[src/rtl/rx_intf_dma_ctl.sv]
// rx_intf_dma_ctl: packet-length queue plus start sequencer for the RX DMA stream master.
// Optional STREAM watchdog is compiled in when RX_INTF_DMA_CTL_TIMEOUT_EN is defined.
module rx_intf_dma_ctl #(
  parameter int MAX_BIT_NUM_DMA_SYMBOL = 14,
  parameter int LEN_QUEUE_DEPTH_BITS   = 2,
  parameter int TIMEOUT_BITS           = 16
) (
  input  logic                              M_AXIS_ACLK,
  input  logic                              M_AXIS_ARESETN,
  input  logic                              pkt_end,
  input  logic [MAX_BIT_NUM_DMA_SYMBOL-1:0] pkt_num_dma_symbol,
  input  logic [MAX_BIT_NUM_DMA_SYMBOL-1:0] data_count,
  input  logic                              tlast_hs,
  input  logic [TIMEOUT_BITS-1:0]           timeout_cfg,
  output logic                              start_1trans,
  output logic [MAX_BIT_NUM_DMA_SYMBOL-1:0] M_AXIS_NUM_DMA_SYMBOL,
  output logic                              busy,
  output logic [LEN_QUEUE_DEPTH_BITS:0]     len_q_cnt,
  output logic                              overflow,
  output logic                              timeout
);

  localparam int QD = 1 << LEN_QUEUE_DEPTH_BITS;
  localparam logic [LEN_QUEUE_DEPTH_BITS-1:0] PTR_ONE = LEN_QUEUE_DEPTH_BITS'(1);
  localparam logic [LEN_QUEUE_DEPTH_BITS:0]   CNT_ONE = (LEN_QUEUE_DEPTH_BITS+1)'(1);
  localparam logic [MAX_BIT_NUM_DMA_SYMBOL:0] SYM_ONE = (MAX_BIT_NUM_DMA_SYMBOL+1)'(1);

  typedef enum logic [1:0] {
    IDLE      = 2'd0,
    WAIT_DATA = 2'd1,
    START     = 2'd2,
    STREAM    = 2'd3
  } state_t;

  state_t state_q, state_d;

  logic [MAX_BIT_NUM_DMA_SYMBOL-1:0] len_mem_q [QD];
  logic [LEN_QUEUE_DEPTH_BITS-1:0]   wr_ptr_q, wr_ptr_d;
  logic [LEN_QUEUE_DEPTH_BITS-1:0]   rd_ptr_q, rd_ptr_d;
  logic [LEN_QUEUE_DEPTH_BITS:0]     cnt_q, cnt_d;
  logic [MAX_BIT_NUM_DMA_SYMBOL-1:0] num_q, num_d;
  logic                              ovf_q, ovf_d;
  logic                              start_q, start_d;
  logic                              busy_q, busy_d;

  logic q_full;
  logic push;
  logic pop;
  logic done;
  logic expire;

  // Occupancy must cover len_m1 + 1 beats; one extra bit keeps the sum from wrapping.
  function automatic logic data_ready(
    input logic [MAX_BIT_NUM_DMA_SYMBOL-1:0] occ,
    input logic [MAX_BIT_NUM_DMA_SYMBOL-1:0] len_m1
  );
    logic [MAX_BIT_NUM_DMA_SYMBOL:0] need;
    need = {1'b0, len_m1} + SYM_ONE;
    return ({1'b0, occ} >= need);
  endfunction

  // The count only reaches its MSB when every entry is occupied.
  assign q_full = cnt_q[LEN_QUEUE_DEPTH_BITS];
  assign push   = pkt_end && !q_full;
  assign done   = (state_q == STREAM) && (tlast_hs || expire);
  assign pop    = done;

`ifdef RX_INTF_DMA_CTL_TIMEOUT_EN
  localparam logic [TIMEOUT_BITS-1:0] WD_ONE = TIMEOUT_BITS'(1);

  logic [TIMEOUT_BITS-1:0] wd_q, wd_d;

  always_comb begin
    wd_d = wd_q;
    if (state_q == START) begin
      wd_d = '0;
    end else if (state_q == STREAM) begin
      wd_d = wd_q + WD_ONE;
    end
  end

  always_ff @(posedge M_AXIS_ACLK) begin
    if (!M_AXIS_ARESETN) begin
      wd_q <= '0;
    end else begin
      wd_q <= wd_d;
    end
  end

  assign expire  = (state_q == STREAM) && (timeout_cfg != '0) && (wd_q == timeout_cfg);
  // A tlast in the expiry cycle wins: treated as a normal completion.
  assign timeout = expire && !tlast_hs;
`else
  logic unused_timeout_cfg;
  assign unused_timeout_cfg = ^timeout_cfg;
  assign expire  = 1'b0;
  assign timeout = 1'b0;
`endif

  always_comb begin
    wr_ptr_d = wr_ptr_q;
    rd_ptr_d = rd_ptr_q;
    cnt_d    = cnt_q;
    if (push) begin
      wr_ptr_d = wr_ptr_q + PTR_ONE;
    end
    if (pop) begin
      rd_ptr_d = rd_ptr_q + PTR_ONE;
    end
    case ({push, pop})
      2'b10:   cnt_d = cnt_q + CNT_ONE;
      2'b01:   cnt_d = cnt_q - CNT_ONE;
      default: cnt_d = cnt_q;
    endcase
  end

  always_comb begin
    ovf_d = ovf_q | (pkt_end & q_full);
  end

  always_comb begin
    state_d = state_q;
    num_d   = num_q;
    case (state_q)
      IDLE: begin
        if (cnt_q != '0) begin
          state_d = WAIT_DATA;
          num_d   = len_mem_q[rd_ptr_q];
        end
      end
      WAIT_DATA: begin
        if (data_ready(data_count, num_q)) begin
          state_d = START;
        end
      end
      START: begin
        state_d = STREAM;
      end
      STREAM: begin
        if (done) begin
          state_d = IDLE;
        end
      end
      default: begin
        state_d = IDLE;
      end
    endcase
    start_d = (state_d == START);
    busy_d  = (state_d != IDLE);
  end

  // Length storage carries no reset; validity is tracked by the pointers and count.
  always_ff @(posedge M_AXIS_ACLK) begin
    if (push) begin
      len_mem_q[wr_ptr_q] <= pkt_num_dma_symbol;
    end
  end

  always_ff @(posedge M_AXIS_ACLK) begin
    if (!M_AXIS_ARESETN) begin
      state_q  <= IDLE;
      wr_ptr_q <= '0;
      rd_ptr_q <= '0;
      cnt_q    <= '0;
      num_q    <= '0;
      ovf_q    <= 1'b0;
      start_q  <= 1'b0;
      busy_q   <= 1'b0;
    end else begin
      state_q  <= state_d;
      wr_ptr_q <= wr_ptr_d;
      rd_ptr_q <= rd_ptr_d;
      cnt_q    <= cnt_d;
      num_q    <= num_d;
      ovf_q    <= ovf_d;
      start_q  <= start_d;
      busy_q   <= busy_d;
    end
  end

  assign start_1trans          = start_q;
  assign busy                  = busy_q;
  assign M_AXIS_NUM_DMA_SYMBOL = num_q;
  assign len_q_cnt             = cnt_q;
  assign overflow              = ovf_q;

endmodule

[config.mk]
export PLATFORM = sky130hd
export DESIGN_NAME = rx_intf_dma_ctl
export DESIGN_NICKNAME = d
export VERILOG_FILES = /design/src/rtl/rx_intf_dma_ctl.sv
export SDC_FILE = /design/constraint.sdc
export NUM_CORES = 1
export LEC_CHECK = 0
export CAP_MARGIN = 20
export CORE_MARGIN = 10
export CORE_UTILIZATION = 30
export CTS_BUF_LIST = sky130_fd_sc_hd__clkbuf_8
export DETAILED_ROUTE_END_ITERATION = 10
export HOLD_SLACK_MARGIN = 0.02
export PLACE_DENSITY = 0.5
export SETUP_SLACK_MARGIN = 0.2
export SLEW_MARGIN = 20
export SYNTH_ARGS = -nofsm -noshare
export SYNTH_HDL_FRONTEND = slang
export SYNTH_SLANG_ARGS = --single-unit
[constraint.sdc]
create_clock -name M_AXIS_ACLK -period 3.4 [get_ports M_AXIS_ACLK]
set_clock_uncertainty 0.05 [all_clocks]
set_input_delay 1.02 -clock M_AXIS_ACLK [delete_from_list [all_inputs] [get_ports M_AXIS_ACLK]]
set_output_delay 1.02 -clock M_AXIS_ACLK [all_outputs]
set_load 0.01 [all_outputs]
==> impl_metrics.env, run 1 <==
export IMPL_synthesized_area_fraction_occupied_by_xor_and_xnor_cells_pct=4.01
export IMPL_routed_wl_um=7500
export IMPL_post_route_util_pct=38.3
export IMPL_reg2reg_launch_point="M_AXIS_NUM_DMA_SYMBOL[2]$_SDFFE_PN0P_"
export IMPL_critPathArrivalTime_ps=3090
export IMPL_worst_setup_sp_type="input port"
export IMPL_slew_headroom_pct=47.6
export IMPL_synth_simple_area_share_pct=11.5
export IMPL_synthesis_area_per_instance_um2=13.6
export IMPL_post_cts_resized_instances=0
export IMPL_dp_final_hpwl_um=5430
export IMPL_final_power_mw=2.37
export IMPL_num_rows=40
export IMPL_io_buffer_count=51
export IMPL_floorplan_io_pins=69
export IMPL_post_synth_mux_area_share_pct=8.48
export IMPL_worstPathMaxFanout=5
export IMPL_power_density_cell_area_nw_per_um2=512
export IMPL_net_count_synth=343
export IMPL_maximum_buffer_depth_of_the_clock_tree=2
export IMPL_layout_common_cells="56 x edfxtp_1, 51 x clkdlybuf4s50_1, 42 x nand2_1, 26 x dfxtp_1, 20 x ha_1"
export IMPL_post_route_drc_count=0
export IMPL_tritoncts="yes"
export IMPL_cts_hold_fix_buffers=0
export IMPL_synth_adder_area_share_pct=7.27
export IMPL_critical_path_class="input port to register"
export IMPL_clk_root_buffer_cell="clkbuf_8"
export IMPL_critical_path_reg2reg_endpoint="state_q[1]$_SDFF_PN0_"
export IMPL_run_status="finished, final reports clean"
export IMPL_insertion_delay_ps=330
export IMPL_die_height_um=131
export IMPL_clock_fmax_mhz=348
export IMPL_worst_slew_pin_slew_ps=781
export IMPL_rsz0062_at_grt="false"
export IMPL_critPathCaptureType="register"
export IMPL_final_max_slew_viol_count=0
export IMPL_max_cap_violations=0
export IMPL_start_util_pct=30.8
export IMPL_p_leak_nw=1.56
export IMPL_holdCritPathClass="register to register"
export IMPL_whs_ps=449
export IMPL_worst_hold_path_endpoint="overflow$_SDFF_PN0_"
export IMPL_layout_area_overhead_vs_synth_pct=24.3
export IMPL_gr_total_overflow=0
export IMPL_antenna_cells=0
export IMPL_finalHoldViolations=0
export IMPL_layout_drive_gt1_share_pct=12.7
export IMPL_die_width_um=131
export IMPL_post_route_min_period_ps=2870
export IMPL_yosysWarnings=0
export IMPL_synth_flop_cell="edfxtp_1"
export IMPL_dr_pass1_iters=4
export IMPL_synth_lib_cells_used_distinct=38
export IMPL_synth_seq_cells=82
export IMPL_r2r_slack_ps=540
export IMPL_cts_htree_levels=3
export IMPL_drt_first_iter_violations=135
export IMPL_design_die_area_um2=17200
export IMPL_timing_final_crit_share_pct=84.4
export IMPL_required_time_worst_endpoint_ps=3620
export IMPL_grt_pass1_wl_um=12400
export IMPL_largest_net_degree_at_the_start_of_global_routing=20
export IMPL_core_area_um2=12100
export IMPL_setup_violations_final=0
export IMPL_globalRouteTotalUtil_pct=8.91
export IMPL_cts_inserted_buffers=9
export IMPL_gp_routability_congestion=0.720
export IMPL_most_common_cell_after_layout_fill_and_taps_aside="edfxtp_1"
export IMPL_peakVddDrop_mv=0.178
export IMPL_final_antenna_net_count=0
export IMPL_clk_slew_on_worst_s_h_paths_ps=90
export IMPL_synth_seq_area_share_pct=59.3
export IMPL_hp_start="overflow$_SDFF_PN0_"
export IMPL_cts_repair_timing_setup_buffer_count=0
export IMPL_tritoncts_num_sinks=82
export IMPL_final_setup_tns_ps=0
export IMPL_dominant_combinational_cell_family_by_area_after_synthesis="simple AND/OR/NAND/NOR gates"
export IMPL_async_flop_share_pct=0
export IMPL_wl_per_cell_um=14.8
export IMPL_synth_compound_gate_area_share_pct=6.63
export IMPL_route_vias_total=2236
export IMPL_worstHoldPathCells=2
export IMPL_synth_edff_count=56
export IMPL_netlist_instances=274
export IMPL_reg2regPathDepth=11
export IMPL_layout_nets=402
export IMPL_mappedNetlistArea_um2=3720
export IMPL_grt_pass1_vias=2328
export IMPL_avgViaCountPerCell=4.42
export IMPL_initial_antenna_violation_count=0
[cells by family (layout without fill, tap and decap cells)]
logic type / Yosys count / after routing
xor gates and xnor gates: 17 / 17
muxes: 14 / 14
AOI/OAI and AO/OA: 35 / 35
DFF: 82 / 82
adders and majority gates: 21 / 21
other: 1 / 1
and+or+nand+nor: 84 / 84
buffers and inverters: 20 / 84
[through the flow]
stage	cells	worst slack [ps]	cell area [µm²]
2_1_floorplan	274	756	3720
3_3_place_gp	490	231	4430
3_5_place_dp	490	168	4430
4_1_cts	506	521	4620
5_1_grt	506	329	4620
6_report	506	530	4620
[sequential cells by signal, summed over array words and instances (netlist names)]
signal                 count
state_q                    2
start_1trans               1
rd_ptr_q                   2
wr_ptr_q                   2
overflow                   1
M_AXIS_NUM_DMA_SYMBOL     14
len_q_cnt                  3
len_mem_q                 56
busy                       1
[cell usage after synthesis, types with 2 or more instances]
cell      number  area share (%)
xnor2_1        8             1.9
buf_2          3            0.40
ha_1          20             6.7
a21oi_1        6            0.81
nor2b_1        4            0.67
a21boi_0       8             1.6
and2_1        10             1.7
inv_1         10             1.0
nand3_1        7            0.94
a21boi_1       8             1.6
nor2_1         7            0.71
edfxtp_1      56              45
clkbuf_1       3            0.30
a221o_1        2            0.54
buf_4          2            0.40
nor3_2         2            0.54
nand2_1       42             4.2
nor3_1         2            0.27
o21ai_0        5            0.67
buf_6          2            0.61
or3_1          2            0.34
xor2_1         9             2.1
dfxtp_1       26              14
nand4_1        3            0.51
mux4_2        14             8.5
[routing by layer]
| layer | GRT usage [%] | vias to the layer above | share of wire, % |
|---|---|---|---|
| li1 | - | 1115 | - |
| met1 | 11.6 | 1082 | 49 |
| met2 | 14.0 | 37 | 48 |
| met3 | 2.25 | 2 | 2.7 |
| met4 | 3.34 | 0 | 0.87 |
| met5 | 0 | - | 0 |
[worst max-delay path: stages]
cell and delay [ps]:
clkdlybuf4s50_1 470, nand3_1 180, inv_1 180, ha_1 200, inv_1 60, fa_1 370, xor2_1 160, or3_1 300
a21boi_0 160
[report_power, final]
part	internal (mW)	switching, mW	leakage (nW)	total [mW]
Combinational	0.233	0.222	0.729	0.455
Sequential	1.15	0.0800	0.727	1.23
Clock	0.339	0.340	0.0990	0.680
Total	1.72	0.642	1.56	2.37
[how the worst max path moves through the flow]
stage,start,to,slack (ps),depth (start not counted)
finish,tlast_hs,len_q_cnt[2]$_SDFFE_PN0P_,530,9
global placement,tlast_hs,len_q_cnt[2]$_SDFFE_PN0P_,230,9
global route,M_AXIS_NUM_DMA_SYMBOL[2]$_SDFFE_PN0P_,state_q[1]$_SDFF_PN0_,330,11
CTS,M_AXIS_NUM_DMA_SYMBOL[2]$_SDFFE_PN0P_,state_q[1]$_SDFF_PN0_,520,11
detailed placement,tlast_hs,len_q_cnt[2]$_SDFFE_PN0P_,170,9
floorplan,M_AXIS_NUM_DMA_SYMBOL[2]$_SDFFE_PN0P_,state_q[1]$_SDFF_PN0_,760,11
[layout make-up]
cell class                      count  area, µm²
Fill cell                        1174       7440
Sequential cell                    82       2200
Multi-Input combinational cell    172       1410
Timing Repair Buffer               58        563
Tap cell                          168        210
Clock buffer                        9        124
Clock inverter                      7       68.8
Inverter                           10       37.5
No activity file was read; power rests on OpenSTA's default activity.
==> run 2: changes to the inputs <==
==> constraint.sdc (replaced) <==
create_clock -name M_AXIS_ACLK -period 2.85 [get_ports M_AXIS_ACLK]
set_clock_uncertainty 0.05 [all_clocks]
set_input_delay 0.855 -clock M_AXIS_ACLK [delete_from_list [all_inputs] [get_ports M_AXIS_ACLK]]
set_output_delay 0.855 -clock M_AXIS_ACLK [all_outputs]
set_load 0.01 [all_outputs]
==> run 2 against run 1 <==
Sequential share of layout area down 1.3 points; combinational power up 29%; sequential power up 19%; wire length down 0.51%; critical path depth up 2; critical endpoint is now state_q[1]$_SDFF_PN0_.
==> impl_metrics.env, run 2 (synthesis gave the netlist of run 1 again) <==
export IMPL_run_status="finished, final reports clean"
export IMPL_top_layer="met4"
export IMPL_pwr_share_comb_pct=20.8
export IMPL_floorplan_io_pins=69
export IMPL_maximum_buffer_depth_of_the_clock_tree=2
export IMPL_clock_fmax_mhz=387
export IMPL_switching_share_pct=26.6
export IMPL_antenna_cells=0
export IMPL_post_route_min_period_ps=2580
export IMPL_fillerInstances=1161
export IMPL_layout_common_cells="56 x edfxtp_1, 51 x clkdlybuf4s50_1, 42 x nand2_1, 21 x dfxtp_1"
export IMPL_met3_wirelength_um=187
export IMPL_finalHoldViolations=0
export IMPL_max_cap_violations=0
export IMPL_post_route_drc_count=0
export IMPL_internal_power_mw=2.07
export IMPL_design_die_area_um2=17200
export IMPL_final_max_slew_viol_count=0
export IMPL_grt_pass1_wl_um=12400
export IMPL_slew_headroom_pct=46.2
export IMPL_layout_drive_gt1_share_pct=18.6
export IMPL_met2_wl_um=3530
export IMPL_largest_net_degree_at_the_start_of_global_routing=20
export IMPL_core_area_um2=12100
export IMPL_gr_total_overflow=0
export IMPL_gp_routability_congestion=0.714
export IMPL_p_seq_share_pct=51.6
export IMPL_clk_slew_on_worst_s_h_paths_ps=80
export IMPL_wl_per_cell_um=14.4
export IMPL_timing_final_crit_share_pct=90.7
export IMPL_insertion_delay_ps=340
export IMPL_critPathArrivalTime_ps=2770
export IMPL_tritoncts_num_sinks=82
export IMPL_worst_setup_sp_type="register"
export IMPL_power_density_cell_area_nw_per_um2=593
export IMPL_drt_first_iter_violations=77
export IMPL_dp_final_hpwl_um=5470
export IMPL_worst_slew_pin_slew_ps=802
export IMPL_layout_area_overhead_vs_synth_pct=28.1
export IMPL_layout_nets=415
export IMPL_whs_ps=452
export IMPL_routedLengthMet1_um=3580
export IMPL_peakVddDrop_mv=0.264
export IMPL_cts_htree_levels=3
export IMPL_io_buffer_count=51
export IMPL_clk_root_buffer_cell="clkbuf_8"
export IMPL_setup_violations_final=0
export IMPL_worstPathMaxFanout=3
export IMPL_p_clk_share_pct=27.6
export IMPL_dpl_instance_area_um2=4490
export IMPL_holdCritPathClass="register to register"
export IMPL_most_common_cell_after_layout_fill_and_taps_aside="edfxtp_1"
export IMPL_die_width_um=131
export IMPL_critPathCaptureType="register"
export IMPL_num_rows=40
export IMPL_final_setup_tns_ps=0
export IMPL_globalRouteTotalUtil_pct=8.87
export IMPL_rsz0062_at_grt="true"
export IMPL_cts_hold_fix_buffers=0
export IMPL_largest_register_ff_count=56
export IMPL_critical_path_class="register to register"
export IMPL_p_leak_nw=1.64
export IMPL_die_height_um=131
export IMPL_largest_register="len_mem_q"
export IMPL_layoutNonFillerInstCount=518
export IMPL_finish_instance_area_um2=4760
export IMPL_start_util_pct=30.8
export IMPL_power_switching_mw=0.751
export IMPL_grt_pass1_vias=2389
export IMPL_initial_antenna_violation_count=0
export IMPL_routed_wl_um=7460
export IMPL_inst_count_dp=499
export IMPL_route_vias_total=2261
export IMPL_final_antenna_net_count=0
export IMPL_tritoncts="yes"
export IMPL_required_time_worst_endpoint_ps=3040
export IMPL_cts_inserted_buffers=9
export IMPL_avgViaCountPerCell=4.36
export IMPL_dr_pass1_iters=4
[run 2: power groups by stage]
stage	Combinational [mW]	Clock, mW	Sequential (mW)
final	0.588	0.779	1.46
after global routing	0.666	0.859	1.47
after CTS	0.599	0.810	1.46
after detailed placement	0.595	0	1.48
after global placement	0.592	0	1.48
after floorplan	0.315	0	1.50
[run 2: final cells by class]
type,count,area (µm²),share of cell area (%)
clock buffers,9,124,2.60
flip-flops and latches,82,2210,46.4
well taps,168,210,4.42
clock inverters,6,60.1,1.26
repair buffers,71,673,14.1
multi-input cells,172,1450,30.4
inverters,10,37.5,0.789
[run 2: path summary, 6_finish.rpt]
| kind | to | cells after the start | start | slack [ps] |
|---|---|---|---|---|
| worst max-delay path | state_q[1]$_SDFF_PN0_ | 11 | M_AXIS_NUM_DMA_SYMBOL[4]$_SDFFE_PN0P_ | 270 |
| worst min-delay path | overflow$_SDFF_PN0_ | 2 | overflow$_SDFF_PN0_ | 450 |
| worst max register to register | state_q[1]$_SDFF_PN0_ | 11 | M_AXIS_NUM_DMA_SYMBOL[4]$_SDFFE_PN0P_ | 270 |
| worst min register to register | overflow$_SDFF_PN0_ | 2 | overflow$_SDFF_PN0_ | 450 |
[run 2: repair_timing]
| action | in CTS | in global routing |
|---|---|---|
| pin swaps | 0 | 6 |
| setup buffers | 0 | 4 |
| endpoints found under the setup margin | 2 | 2 |
| resized for setup | 2 | 10 |
[run 2: metrics by stage]
stage               utilization (%)  total power, mW  setup WS [ps]
floorplan                         -             1.81            206
global placement               37.3             2.07           15.1
detailed placement             37.3             2.08           17.1
CTS                            38.8             2.86            219
global route                   39.5             3.00            173
finish                         39.5             2.82            266
[run 2: layer usage]
metal / vias up / global-route usage (%)
li1: 1141 / -
met1: 1070 / 11.3
met2: 40 / 14.0
met3: 10 / 1.87
met4: 0 / 4.39
met5: - / 0
[run 2: worst max-delay path, cell delays in order (launching register included)]
cell	delay [ps]
dfxtp_2	330
and4_4	250
buf_12	100
nand4_4	120
nor3_4	220
xnor2_2	80
ha_1	320
and3_4	190
a221o_1	330
a31oi_2	180
o21ai_1	100
a32o_1	200
==> run 3: changes to the inputs <==
--- a/config.mk
+++ b/config.mk
@@ -7,11 +7,11 @@
 export LEC_CHECK = 0
 export CAP_MARGIN = 20
 export CORE_MARGIN = 10
-export CORE_UTILIZATION = 30
+export CORE_UTILIZATION = 54
 export CTS_BUF_LIST = sky130_fd_sc_hd__clkbuf_8
 export DETAILED_ROUTE_END_ITERATION = 10
 export HOLD_SLACK_MARGIN = 0.02
-export PLACE_DENSITY = 0.5
+export PLACE_DENSITY = 0.81
 export SETUP_SLACK_MARGIN = 0.2
 export SLEW_MARGIN = 20
 export SYNTH_ARGS = -nofsm -noshare
==> run 3 against run 2 <==
Register-to-register slack better by 20 ps; clock-buffer cell count unchanged; first-iteration DRC count up 5.2%; largest cell class unchanged; clock power up 15%; hold slack worse by 4.1 ps; highest routed layer unchanged; sequential share of layout area up 0.93 points; sequential cell count unchanged; via count up 3.0%; wire length down 2.9%.
==> impl_metrics.env, run 3 (synthesis gave the netlist of run 1 again) <==
export IMPL_dp_final_hpwl_um=5210
export IMPL_cts_htree_levels=3
export IMPL_io_buffer_count=51
export IMPL_rsz0062_at_grt="true"
export IMPL_cts_hold_fix_buffers=0
export IMPL_run_status="finished, final reports clean"
export IMPL_finalHoldViolations=0
export IMPL_critPathArrivalTime_ps=2770
export IMPL_reg2regPathDepth=11
export IMPL_crit_chain="and4_4 > nand3_4 > nor2_4 > nand4_1 > xor2_1 > ha_1 > and3_4 > a221o_1 > a31oi_2 > o21ai_2 > a32o_1"
export IMPL_most_common_cell_after_layout_fill_and_taps_aside="edfxtp_1"
export IMPL_max_cap_violations=0
export IMPL_critical_path_reg2reg_endpoint="state_q[1]$_SDFF_PN0_"
export IMPL_grt_pass1_vias=2456
export IMPL_reg2reg_launch_point="M_AXIS_NUM_DMA_SYMBOL[3]$_SDFFE_PN0P_"
export IMPL_grt_pass1_wl_um=11900
export IMPL_internal_power_mw=2.12
export IMPL_switching_share_pct=28.5
export IMPL_final_power_mw=2.96
export IMPL_num_rows=30
export IMPL_cts_inserted_buffers=9
export IMPL_layout_area_overhead_vs_synth_pct=25.4
export IMPL_largest_register="len_mem_q"
export IMPL_maximum_buffer_depth_of_the_clock_tree=2
export IMPL_clk_slew_on_worst_s_h_paths_ps=90
export IMPL_initial_antenna_violation_count=0
export IMPL_peakVddDrop_mv=0.454
export IMPL_start_util_pct=55.0
export IMPL_ff_latch_area_um2=2200
export IMPL_timing_critical_path_max_delay_family="compound AO/OA/AOI/OAI gates"
export IMPL_floorplan_io_pins=69
export IMPL_globalRouteTotalUtil_pct=14.4
export IMPL_fillerInstances=473
export IMPL_p_clk_share_pct=30.4
export IMPL_p_seq_share_pct=49.0
export IMPL_r2r_slack_ps=280
export IMPL_wl_per_cell_um=16.8
export IMPL_clk_root_buffer_cell="clkbuf_8"
export IMPL_pwr_share_comb_pct=20.6
export IMPL_worstPathMaxFanout=4
export IMPL_critical_path_class="register to register"
export IMPL_gp_routability_congestion=0.866
export IMPL_slew_headroom_pct=42.3
export IMPL_antenna_cells=0
export IMPL_largest_register_ff_count=56
export IMPL_worstSetupStartpoint="M_AXIS_NUM_DMA_SYMBOL[3]$_SDFFE_PN0P_"
export IMPL_largest_net_degree_at_the_start_of_global_routing=20
export IMPL_power_density_cell_area_nw_per_um2=636
export IMPL_worst_slew_pin_slew_ps=861
export IMPL_cpMaxStageDelayCell="dfxtp_1"
export IMPL_path_depth=11
export IMPL_p_leak_nw=1.63
export IMPL_required_time_worst_endpoint_ps=3060
export IMPL_design_die_area_um2=10600
export IMPL_dr_pass1_iters=4
export IMPL_layout_drive_gt1_share_pct=18.3
export IMPL_route_vias_total=2328
export IMPL_tritoncts="yes"
export IMPL_multi_input_comb_area_um2=1440
export IMPL_post_route_util_pct=68.9
export IMPL_post_route_drc_count=0
export IMPL_critical_path_max_stage_delay_ps=340
export IMPL_worstSetupEndpoint="state_q[1]$_SDFF_PN0_"
export IMPL_final_antenna_net_count=0
export IMPL_insertion_delay_ps=350
export IMPL_layout_common_cells="56 x edfxtp_1, 51 x clkdlybuf4s50_1, 42 x nand2_1, 24 x dfxtp_1"
export IMPL_timing_final_crit_share_pct=90.0
export IMPL_critPathCaptureType="register"
export IMPL_final_max_slew_viol_count=0
export IMPL_die_height_um=103
export IMPL_critical_path_n_buffers_inverters=0
export IMPL_final_setup_tns_ps=0
export IMPL_clock_fmax_mhz=390
export IMPL_routed_wl_um=7240
export IMPL_die_width_um=103
export IMPL_holdCritPathClass="register to register"
export IMPL_core_area_um2=6760
export IMPL_avgViaCountPerCell=5.41
export IMPL_drt_first_iter_violations=81
export IMPL_layout_nets=414
export IMPL_post_route_min_period_ps=2570
export IMPL_power_switching_mw=0.844
export IMPL_worst_setup_sp_type="register"
export IMPL_tritoncts_num_sinks=82
export IMPL_setup_violations_final=0
export IMPL_gr_total_overflow=0
run 3: worst register-to-register path: stages, from the launching register on:
cell     delay, ps
dfxtp_1        340
and4_4         270
nand3_4         90
nor2_4         140
nand4_1        130
xor2_1         200
ha_1           300
and3_4         150
a221o_1        330
a31oi_2        190
o21ai_2         90
a32o_1         200
run 3: repair_timing:
action / 4_1_cts / 5_1_grt
resized for setup: 1 / 9
pin swaps: 0 / 7
setup endpoints to repair: 1 / 3
endpoints found under the hold margin: 0 / 0
setup buffers: 0 / 2
run 3: layer usage:
metal	GRT usage (%)	up-vias	wire, µm
met1	17.2	1126	3100
li1	-	1137	-
met2	23.8	54	3540
met5	0	-	0
met4	5.24	0	117
met3	4.62	11	490
run 3: worst min path at each step:
stage / endpoint / slack, ps / cells past startpoint / startpoint
after floorplan: M_AXIS_NUM_DMA_SYMBOL[13]$_SDFFE_PN0P_ / 460 / 2 / M_AXIS_NUM_DMA_SYMBOL[13]$_SDFFE_PN0P_
after global placement: overflow$_SDFF_PN0_ / 420 / 2 / overflow$_SDFF_PN0_
after detailed placement: overflow$_SDFF_PN0_ / 430 / 2 / overflow$_SDFF_PN0_
after CTS: overflow$_SDFF_PN0_ / 460 / 2 / overflow$_SDFF_PN0_
after global routing: overflow$_SDFF_PN0_ / 500 / 2 / overflow$_SDFF_PN0_
final: overflow$_SDFF_PN0_ / 450 / 2 / overflow$_SDFF_PN0_
run 3: area by class of cell:
type                            instances  share of cell area (%)
Clock buffer                            9                    2.66
Clock inverter                          7                    2.04
Inverter                               10                   0.806
Multi-Input combinational cell        172                    31.0
Sequential cell                        82                    47.3
Tap cell                               80                    2.15
Timing Repair Buffer                   70                    14.0
run 3: power groups by stage:
stage | clock network (mW) | logic, mW | registers, mW
floorplan | 0 | 0.315 | 1.50
global placement | 0 | 0.581 | 1.47
detailed placement | 0 | 0.602 | 1.47
CTS | 0.924 | 0.606 | 1.45
global route | 0.970 | 0.682 | 1.46
finish | 0.899 | 0.611 | 1.45
run 3: stage by stage:
step	std cells	cell area (µm²)	setup WS, ps	hold slack, ps
2_1_floorplan	274	3720	206	463
3_5_place_dp	412	4390	3.53	434
4_1_cts	428	4610	226	460
6_report	430	4660	284	447
5_1_grt	430	4660	136	502
3_3_place_gp	412	4390	43.1	423
